**src/rtl/dif_pkg.sv**
```systemverilog
// Shared types and constants for the pipelined 16-bit subtractor.
// SUB_FLAGS_EN adds the sign bits that the zero/overflow flags need.
package dif_pkg;

    localparam int WIDTH = 16;
    localparam int HALF  = WIDTH / 2;

    typedef struct packed {
        logic [HALF-1:0] lo_dif;
        logic            carry;
        logic [HALF-1:0] hi_a;
        logic [HALF-1:0] hi_b;
`ifdef SUB_FLAGS_EN
        logic            sign_a;
        logic            sign_b;
`endif
    } s1_t;

    typedef struct packed {
        logic [WIDTH-1:0] dif;
        logic             borrow;
        logic             zero;
        logic             ovf;
    } res_t;

endpackage

```
**src/rtl/cla_8bit.sv**
```systemverilog
// Combinational 8-bit carry look-ahead adder.
// Each carry is the flattened generate/propagate sum of products.
module cla_8bit
    import dif_pkg::*;
(
    input  logic [HALF-1:0] a,
    input  logic [HALF-1:0] b,
    input  logic            cin,
    output logic [HALF-1:0] s,
    output logic            cout
);

    logic [HALF-1:0] g;
    logic [HALF-1:0] p;
    logic [HALF:0]   c;
    logic            acc;
    logic            pp;

    assign g = a & b;
    assign p = a ^ b;

    always_comb begin
        c    = '0;
        acc  = 1'b0;
        pp   = 1'b0;
        c[0] = cin;
        for (int i = 0; i < HALF; i++) begin
            acc = g[i];
            pp  = p[i];
            for (int j = i - 1; j >= 0; j--) begin
                acc = acc | (pp & g[j]);
                pp  = pp & p[j];
            end
            c[i+1] = acc | (pp & cin);
        end
    end

    assign s    = p ^ c[HALF-1:0];
    assign cout = c[HALF];

endmodule

```
**src/rtl/dif_16bit_pipe.sv**
```systemverilog
// Two-stage byte-sliced 16-bit subtractor with valid/ready handshake.
// Define SUB_FLAGS_EN to register the zero and signed-overflow flags.
module dif_16bit_pipe
    import dif_pkg::*;
(
    input  logic             clk,
    input  logic             rst,
    input  logic [WIDTH-1:0] nr1,
    input  logic [WIDTH-1:0] nr2,
    input  logic             borrow_in,
    input  logic             in_valid,
    output logic             in_ready,
    output logic [WIDTH-1:0] dif,
    output logic             borrow,
    output logic             zero,
    output logic             ovf,
    output logic             out_valid,
    input  logic             out_ready
);

    s1_t  s1_q;
    s1_t  s1_d;
    res_t res_q;
    res_t res_d;
    logic s1_valid;
    logic s2_valid;
    logic s2_load;
    logic s1_adv;
    logic accept;

    logic [HALF-1:0] lo_sum;
    logic            lo_cout;
    logic [HALF-1:0] hi_sum;
    logic            hi_cout;

    assign s2_load  = !s2_valid || out_ready;
    assign s1_adv   = s1_valid && s2_load;
    assign in_ready = !s1_valid || s2_load;
    assign accept   = in_valid && in_ready;

    // Subtraction as a + ~b + !borrow_in, low byte first.
    cla_8bit u_lo (
        .a    (nr1[HALF-1:0]),
        .b    (~nr2[HALF-1:0]),
        .cin  (~borrow_in),
        .s    (lo_sum),
        .cout (lo_cout)
    );

    always_comb begin
        s1_d        = '0;
        s1_d.lo_dif = lo_sum;
        s1_d.carry  = lo_cout;
        s1_d.hi_a   = nr1[WIDTH-1:HALF];
        s1_d.hi_b   = nr2[WIDTH-1:HALF];
`ifdef SUB_FLAGS_EN
        s1_d.sign_a = nr1[WIDTH-1];
        s1_d.sign_b = nr2[WIDTH-1];
`endif
    end

    cla_8bit u_hi (
        .a    (s1_q.hi_a),
        .b    (~s1_q.hi_b),
        .cin  (s1_q.carry),
        .s    (hi_sum),
        .cout (hi_cout)
    );

    always_comb begin
        res_d        = '0;
        res_d.dif    = {hi_sum, s1_q.lo_dif};
        res_d.borrow = ~hi_cout;
`ifdef SUB_FLAGS_EN
        res_d.zero   = (res_d.dif == '0);
        res_d.ovf    = (s1_q.sign_a != s1_q.sign_b) &&
                       (hi_sum[HALF-1] != s1_q.sign_a);
`else
        res_d.zero   = 1'b0;
        res_d.ovf    = 1'b0;
`endif
    end

    always_ff @(posedge clk or posedge rst) begin
        if (rst) begin
            s1_valid <= 1'b0;
            s1_q     <= '0;
        end else begin
            s1_valid <= accept || (s1_valid && !s1_adv);
            if (accept) begin
                s1_q <= s1_d;
            end
        end
    end

    // Data only moves on s1_adv so a bubble leaves the last result in place.
    always_ff @(posedge clk or posedge rst) begin
        if (rst) begin
            s2_valid <= 1'b0;
            res_q    <= '0;
        end else begin
            if (s2_load) begin
                s2_valid <= s1_valid;
            end
            if (s1_adv) begin
                res_q <= res_d;
            end
        end
    end

    assign out_valid = s2_valid;
    assign dif       = res_q.dif;
    assign borrow    = res_q.borrow;
    assign zero      = res_q.zero;
    assign ovf       = res_q.ovf;

endmodule

```
**config.mk**
```make
export PLATFORM = sky130hd
export DESIGN_NAME = dif_16bit_pipe
export DESIGN_NICKNAME = d
export VERILOG_FILES = /design/src/rtl/dif_pkg.sv /design/src/rtl/cla_8bit.sv /design/src/rtl/dif_16bit_pipe.sv
export SDC_FILE = /design/constraint.sdc
export NUM_CORES = 1
export LEC_CHECK = 0
export CAP_MARGIN = 20
export CORE_UTILIZATION = 25
export CTS_BUF_LIST = sky130_fd_sc_hd__clkbuf_8
export DETAILED_ROUTE_END_ITERATION = 12
export GPL_TIMING_DRIVEN = 1
export SLEW_MARGIN = 20
export SYNTH_ARGS = -nofsm -noshare
export SYNTH_HDL_FRONTEND = slang
export SYNTH_SLANG_ARGS = --single-unit
```
**constraint.sdc**
```tcl
create_clock -name clk -period 3.59 [get_ports clk]
set_input_delay 0.5385 -clock clk [delete_from_list [all_inputs] [get_ports clk]]
set_output_delay 0.5385 -clock clk [all_outputs]
set_load 0.1 [all_outputs]
```
Word-level counts from Yosys, hierarchy flattened
Index checks and enable logic that the tools add are counted.

cells by class
  reductions and logical operators = 9
  bitwise logic cells = 210

operator list
  cell               count
  AND 1 bit          128
  bitwise OR 1 bit   72
  XOR 8 bit          4
  AND 8 bit          2
  inverter 8 bit     2
  logical AND 1 bit  3
  logical NOT 1 bit  3
  logical OR 1 bit   3
  inverter 1 bit     2

storage, ports and cells
  bits in registers = 44
  word-level logic and storage cells = 227

Longest topological paths before layout
Gate-level depths: netlist of run 1.

  depth in word-level cells = 12
  depth in mapped cells = 7
  depth with buffers taken out = 7

Cells and area by module
A second synthesis of run 1 with hierarchy kept.

second synthesis, totals
  cell total of the unflattened synthesis = 195
  area, all modules = 2544.9 um^2

modules (own cells, without submodules)
  module           cells an instance  times used  sequential area each (um^2)  area each (um^2)
  dif_16bit_pipe   117                1           1101.1                       1894.3
  cla_8bit (u_hi)  41                 1           0.0                          332.8
  cla_8bit (u_lo)  37                 1           0.0                          317.8

Worst setup path before layout of run 1
OpenSTA, ideal clock, no wires.

  path type = reg2reg
  start point = register s2_valid (netlist: out_valid)
  end point = register s1_q[10] (netlist bit)
  data arrival time = 2981 ps
  path buffers = 1
  data required time = 3465 ps
  setup slack = 484 ps
  clock period less this slack = 3106 ps
  library setup time = 125 ps
  cell stages (with the launch flop) = 5
  cell sequence = dfrtp_1 nand3b_1 nand2_1 buf_2 mux2_2

between the ends
  longest elaborated chain between the ends = 4

ends and longest elaborated chain
  item                      line                   source
  start: declaration        dif_16bit_pipe.sv:26   logic s2_valid;
  start signal: assignment  dif_16bit_pipe.sv:103  s2_valid <= s1_valid;
  logical NOT 1 bit         dif_16bit_pipe.sv:36   assign s2_load = !s2_valid || out_ready;
  logical OR 1 bit          dif_16bit_pipe.sv:36
  logical OR 1 bit          dif_16bit_pipe.sv:38   assign in_ready = !s1_valid || s2_load;
  via in_ready              dif_16bit_pipe.sv:12   output logic in_ready,
  logical AND 1 bit         dif_16bit_pipe.sv:39   assign accept = in_valid && in_ready;
  end signal: assignment    dif_16bit_pipe.sv:87   s1_q <= '0;
  end signal: assignment    dif_16bit_pipe.sv:91   s1_q <= s1_d;
  end: declaration          dif_16bit_pipe.sv:21   s1_t s1_q;

The timed path passes the listed nets, and every way through them passes these cells.
A chain may end at the register's enable or synchronous reset.

Final worst setup path of run 1
  start point = register s2_valid (netlist: out_valid)
  end point = output out_valid

RTL lines
  item              line                  source
  end: declaration  dif_16bit_pipe.sv:17  output logic out_valid,

No word-level cell between the ends.

==> impl_metrics.env, run 1 <==
export IMPL_outcome="completed"
export IMPL_finalNetCount=325
export IMPL_drt_iter0_markers=47
export IMPL_cts_hold_buf=0
export IMPL_ir_drop_uv=355
export IMPL_cp_required_ns=3.05
export IMPL_grt_pass1_wl_mm=7.83
export IMPL_fmax_mhz=425
export IMPL_critPathCaptureType="output port"
export IMPL_cts_made_buffers=5
export IMPL_syn_inst=211
export IMPL_crit_chain="clkdlybuf4s50_1"
export IMPL_totalWireLength_mm=4.61
export IMPL_clock_skew_ns=0.0105
export IMPL_holdPathStages=2
export IMPL_coreArea_um2=9200
export IMPL_synth_edf_count=0
export IMPL_setup_slack_ns=1.23
export IMPL_post_cts_buffers=0
export IMPL_p_leak_nw=1.41
export IMPL_gp_congestion=0.817
export IMPL_num_vias=1669
export IMPL_grt_max_degree=45
export IMPL_die_h_um=99.1
export IMPL_io_buffers=55
export IMPL_p_per_area_nw_per_um2=696
export IMPL_placed_cell_area_um2=3020
export IMPL_grt_setup_unrepaired="no"
export IMPL_start_util_pct=25.6
export IMPL_dp_slack_ns=0.998
export IMPL_antenna_cells=0
export IMPL_ys_seq_area_share_pct=46.7
export IMPL_synthArstFlopShare_pct=100
export IMPL_regToRegStartpoint="s1_q[0]"
export IMPL_dieArea_um2=9820
export IMPL_fin_util_pct=33.8
export IMPL_fin_crit_sh_pct=65.6
export IMPL_io_pins=58
export IMPL_crit_path_max_fanout=3
export IMPL_antenna_left=0
export IMPL_clockBufferDepth=2
export IMPL_syn_to_final_growth_pct=32.0
export IMPL_path_clk_slew_ns=0.09
export IMPL_setup_viol=0
export IMPL_netlist_area_um2=2360
export IMPL_r2r_end="borrow"
export IMPL_worst_pin_slew_ns=1.00
export IMPL_clockRootBuffer="clkbuf_8"
export IMPL_synth_warnings=0
export IMPL_rows=35
export IMPL_grt_pass1_vias=1679
export IMPL_post_cts_resize_count=0
export IMPL_drv_cap=0
export IMPL_dp_hpwl_mm=3.49
export IMPL_final_area_um2=3110
export IMPL_cp_depth=1
export IMPL_r2r_slack_ns=1.60
export IMPL_drive_above_1_share_pct=15.2
export IMPL_ys_types=34
export IMPL_die_x_um=99.1
export IMPL_rr_worst_depth=7
export IMPL_hold_end="res_d[5]"
export IMPL_finalCriticalPeriod_ns=2.36
export IMPL_wire_per_inst_um=12.1
export IMPL_cts_tree="built"
export IMPL_cp_start_kind="register"
export IMPL_cp_top_family="buffers and inverters"
export IMPL_dominantRegCellSynth="dfrtp_1"
export IMPL_dr_pass1_iters=4
export IMPL_drc=0
export IMPL_hold_class="register to register"
export IMPL_via_per_inst=4.39
export IMPL_crit_arrival_ns=1.82
export IMPL_grt_use_total_pct=10.3
export IMPL_antenna_found_initial=0
export IMPL_h_tree_depth=2
export IMPL_max_slew_margin_rel_pct=32.9
export IMPL_critPathKind="register to output port"
export IMPL_insertion_delay_ns=0.30
export IMPL_maxSlewViolCount=0
export IMPL_max_stage_delay_ns=1.14
export IMPL_crit_buf_inv=1
export IMPL_critPathSlowestCell="clkdlybuf4s50_1"
export IMPL_hold_viol=0
export IMPL_fin_tns_setup_ns=0
export IMPL_hold_start="res_d[5]"
export IMPL_cts_sinks=44
export IMPL_grt_overflow_total=0
export IMPL_ys_ff_latch=44
export IMPL_avgSynthCellArea_um2=11.2
## layout by cell type (no fill, tap or decap), types with 4 or more instances in the layout
cell / instances
clkdlybuf4s50_1: 54
dfrtp_1: 44
mux2_2: 25
inv_1: 20
nand2_1: 19
ha_1: 18
o21ai_0: 15
nor3_1: 9
xor2_1: 6
o21a_1: 6
clkbuf_8: 6
o31ai_1: 5
nor2_1: 4
## sequential cells by signal, summed over array words and instances, names as in the netlist
| name | cells |
|---|---|
| borrow | 1 |
| out_valid | 1 |
| s1_valid | 1 |
| s1_q | 17 |
| dif | 16 |
| res_d | 8 |
## synthesized netlist by cell type, drive strengths merged (4+ instances only)
master | count | area (µm²)
buf | 5 | 30.0
o21a | 6 | 45.0
ha | 18 | 225
nor2 | 4 | 15.0
dfrtp | 44 | 1100
xor2 | 6 | 52.6
nor3 | 9 | 45.0
o31ai | 5 | 37.5
mux2 | 25 | 282
inv | 21 | 78.8
nand2 | 19 | 71.3
o21ai | 15 | 75.1
## per-stage QoR
stage	instances	hold slack, ns	power (mW)
2_1_floorplan	212	0.445	1.58
3_3_place_gp	372	0.462	1.85
3_5_place_dp	372	0.468	1.87
4_1_cts	380	0.489	2.20
5_1_grt	380	0.518	2.28
6_report	380	0.480	2.16
## per-layer routing
| layer | GRT usage (%) | wire [µm] | vias up |
|---|---|---|---|
| met1 | 11.7 | 2010 | 777 |
| met3 | 3.05 | 289 | 7 |
| met4 | 4.75 | 76 | 0 |
| met2 | 17.8 | 2230 | 42 |
| li1 | - | - | 843 |
| met5 | 0 | 0 | - |
## cell families after synthesis
family / count (synthesis) / synth area share, %
other cells: 1 / 0.159
fa+ha+maj: 20 / 11.3
mux: 25 / 11.9
xor+xnor: 9 / 3.35
compound gates: 41 / 12.4
simple gates: 43 / 9.19
buf+inv: 28 / 4.94
flops: 44 / 46.7
## power by group
part / switching [mW] / internal (mW) / leakage (nW)
Combinational: 0.815 / 0.340 / 0.838
Clock: 0.168 / 0.154 / 0.0510
Sequential: 0.0657 / 0.620 / 0.523
## worst max-delay path by stage
stage | startpoint | end | slack (ns)
final | out_valid | out_valid | 1.23
after global routing | out_valid | out_valid | 1.18
after CTS | out_valid | out_valid | 1.21
after detailed placement | nr2[0] | s1_q[16] | 1.0
after global placement | nr2[0] | s1_q[16] | 1.01
after floorplan | out_valid | s1_q[10] | 0.48
## final cells by class
class                   instances  area (µm²)
fillers                       937        6090
multi-input cells             140        1140
flip-flops and latches         44        1100
repair buffers                 56         556
well taps                     111         139
clock buffers                   6        82.6
inverters                      21        78.8
clock inverters                 2        10.0
Power figures use the tool's default switching activity.
==> run 2: changes to the inputs <==
- clock period: 3.59 -> 2 ns (I/O delays scaled with it)
==> impl_metrics.env, run 2 (synthesis gave the netlist of run 1 again) <==
export IMPL_num_vias=1764
export IMPL_path_clk_slew_ns=0.09
export IMPL_drive_above_1_share_pct=29.7
export IMPL_crit_path_max_fanout=2
export IMPL_r2r_slack_ns=0.15
export IMPL_hold_slack_ns=0.341
export IMPL_layout_commonest_cell="dfrtp_1"
export IMPL_grt_pass1_wl_mm=8.33
export IMPL_cts_sinks=44
export IMPL_placed_cell_area_um2=3170
export IMPL_dp_hpwl_mm=3.72
export IMPL_top_layer_used="met4"
export IMPL_maxSlewViolCount=0
export IMPL_final_cell_mix="43 x dfrtp_1, 38 x buf_4, 34 x clkdlybuf4s50_1, 23 x mux2_2, 20 x inv_1"
export IMPL_finalCriticalPeriod_ns=1.93
export IMPL_wl_met3_um=181
export IMPL_gp_congestion=0.768
export IMPL_fmax_mhz=519
export IMPL_critPathKind="primary input to register"
export IMPL_cp_start_kind="primary input"
export IMPL_coreArea_um2=9200
export IMPL_die_x_um=99.1
export IMPL_die_h_um=99.1
export IMPL_rows=35
export IMPL_drt_iter0_markers=46
export IMPL_h_tree_depth=2
export IMPL_cts_tree="built"
export IMPL_antenna_found_initial=0
export IMPL_grt_pass1_vias=1799
export IMPL_cts_hold_buf=0
export IMPL_clockBufferDepth=2
export IMPL_p_per_area_nw_per_um2=1190
export IMPL_m1WireLength_mm=2.24
export IMPL_insertion_delay_ns=0.29
export IMPL_grt_overflow_total=0
export IMPL_drc=0
export IMPL_met2_wirelength_mm=2.46
export IMPL_hold_class="primary input to asynchronous set/reset pin"
export IMPL_clock_skew_ns=0.00712
export IMPL_clockRootBuffer="clkbuf_8"
export IMPL_crit_arrival_ns=2.11
export IMPL_largest_reg_flops=17
export IMPL_syn_to_final_growth_pct=41.4
export IMPL_grt_use_total_pct=10.6
export IMPL_totalWireLength_mm=4.94
export IMPL_io_pins=58
export IMPL_via_per_inst=4.40
export IMPL_setup_viol=0
export IMPL_io_buffers=55
export IMPL_dr_pass1_iters=4
export IMPL_cp_required_ns=2.18
export IMPL_antenna_left=0
export IMPL_fin_crit_sh_pct=96.3
export IMPL_report_power_total_mw=3.98
export IMPL_antenna_cells=0
export IMPL_outcome="completed"
export IMPL_regMostFlops="s1_q"
export IMPL_drv_cap=0
export IMPL_cts_made_buffers=5
export IMPL_p_leak_nw=1.57
export IMPL_wire_per_inst_um=12.3
export IMPL_grt_max_degree=34
export IMPL_final_area_um2=3330
export IMPL_start_util_pct=25.6
export IMPL_dieArea_um2=9820
export IMPL_finalNetCount=346
export IMPL_hold_viol=0
export IMPL_ir_drop_uv=684
export IMPL_critPathCaptureType="register"
## run 2: changes by cell type in the layout (fill, tap and decap cells not counted), moves of 2 or more
cell | before | now
mux2_4 | 0 | 2
ha_4 | 0 | 3
clkinvlp_4 | 0 | 2
clkinv_2 | 2 | 0
buf_12 | 0 | 3
mux2_2 | 25 | 23
dlymetal6s2s_1 | 0 | 2
buf_4 | 2 | 38
ha_1 | 18 | 15
clkdlybuf4s50_1 | 54 | 34
## run 2: power by group
group	switching [mW]	internal, mW	leakage [nW]
sequential	0.136	1.12	0.522
combinational	1.49	0.639	1.01
clock	0.317	0.280	0.0434
## run 2: layout make-up
| cell class | count | area [µm²] |
|---|---|---|
| fill | 941 | 5870 |
| multi-input combinational | 140 | 1200 |
| sequential | 44 | 1100 |
| timing repair buffer | 77 | 711 |
| tap | 111 | 139 |
| clock buffer | 6 | 82.6 |
| inverter | 21 | 78.8 |
| clock inverter | 2 | 15.0 |
## run 2: per-layer routing
metal | track usage (%) | vias up
met5 | 0 | -
met4 | 3.73 | 0
met3 | 1.63 | 4
met2 | 18.2 | 43
met1 | 13.5 | 834
li1 | - | 883
## run 2: path summary, 6_finish.rpt
check / end / start / cells past startpoint
worst min register to register: res_d[4] / res_d[4] / 2
worst max register to register: borrow / s1_q[13] / 6
worst min-delay path: res_d[3] / rst / 2
worst max-delay path: s1_q[16] / nr2[4] / 8
min in group clk: res_d[3] / nr2[0] / 4
max in group asynchronous: s1_q[8] / rst / 3
## run 2: repair_timing
action                                  4_1_cts  5_1_grt
resized for setup                             0        8
pin swaps                                     1        6
endpoints found under the setup margin        1        6
setup buffers                                 0        1
## run 2: critical path, stage by stage
cell and delay (ns):
clkdlybuf4s50_1 0.45, inv_1 0.05, ha_1 0.28, and4_1 0.20, a41o_1 0.20, a41o_1 0.21, o21a_1 0.18, o31a_1 0.23
## run 2: metrics by stage
stage          worst slack [ns]   TNS, ns  std cells  utilization [%]
6_report                 0.0731         0        401             36.2
5_1_grt                -0.00556  -0.00556        401             36.2
4_1_cts                 0.00154         0        400             35.6
3_5_place_dp             -0.350     -1.63        392             34.5
3_3_place_gp             -0.302     -1.48        392             34.5
2_1_floorplan            -0.516    -11.61        212                -
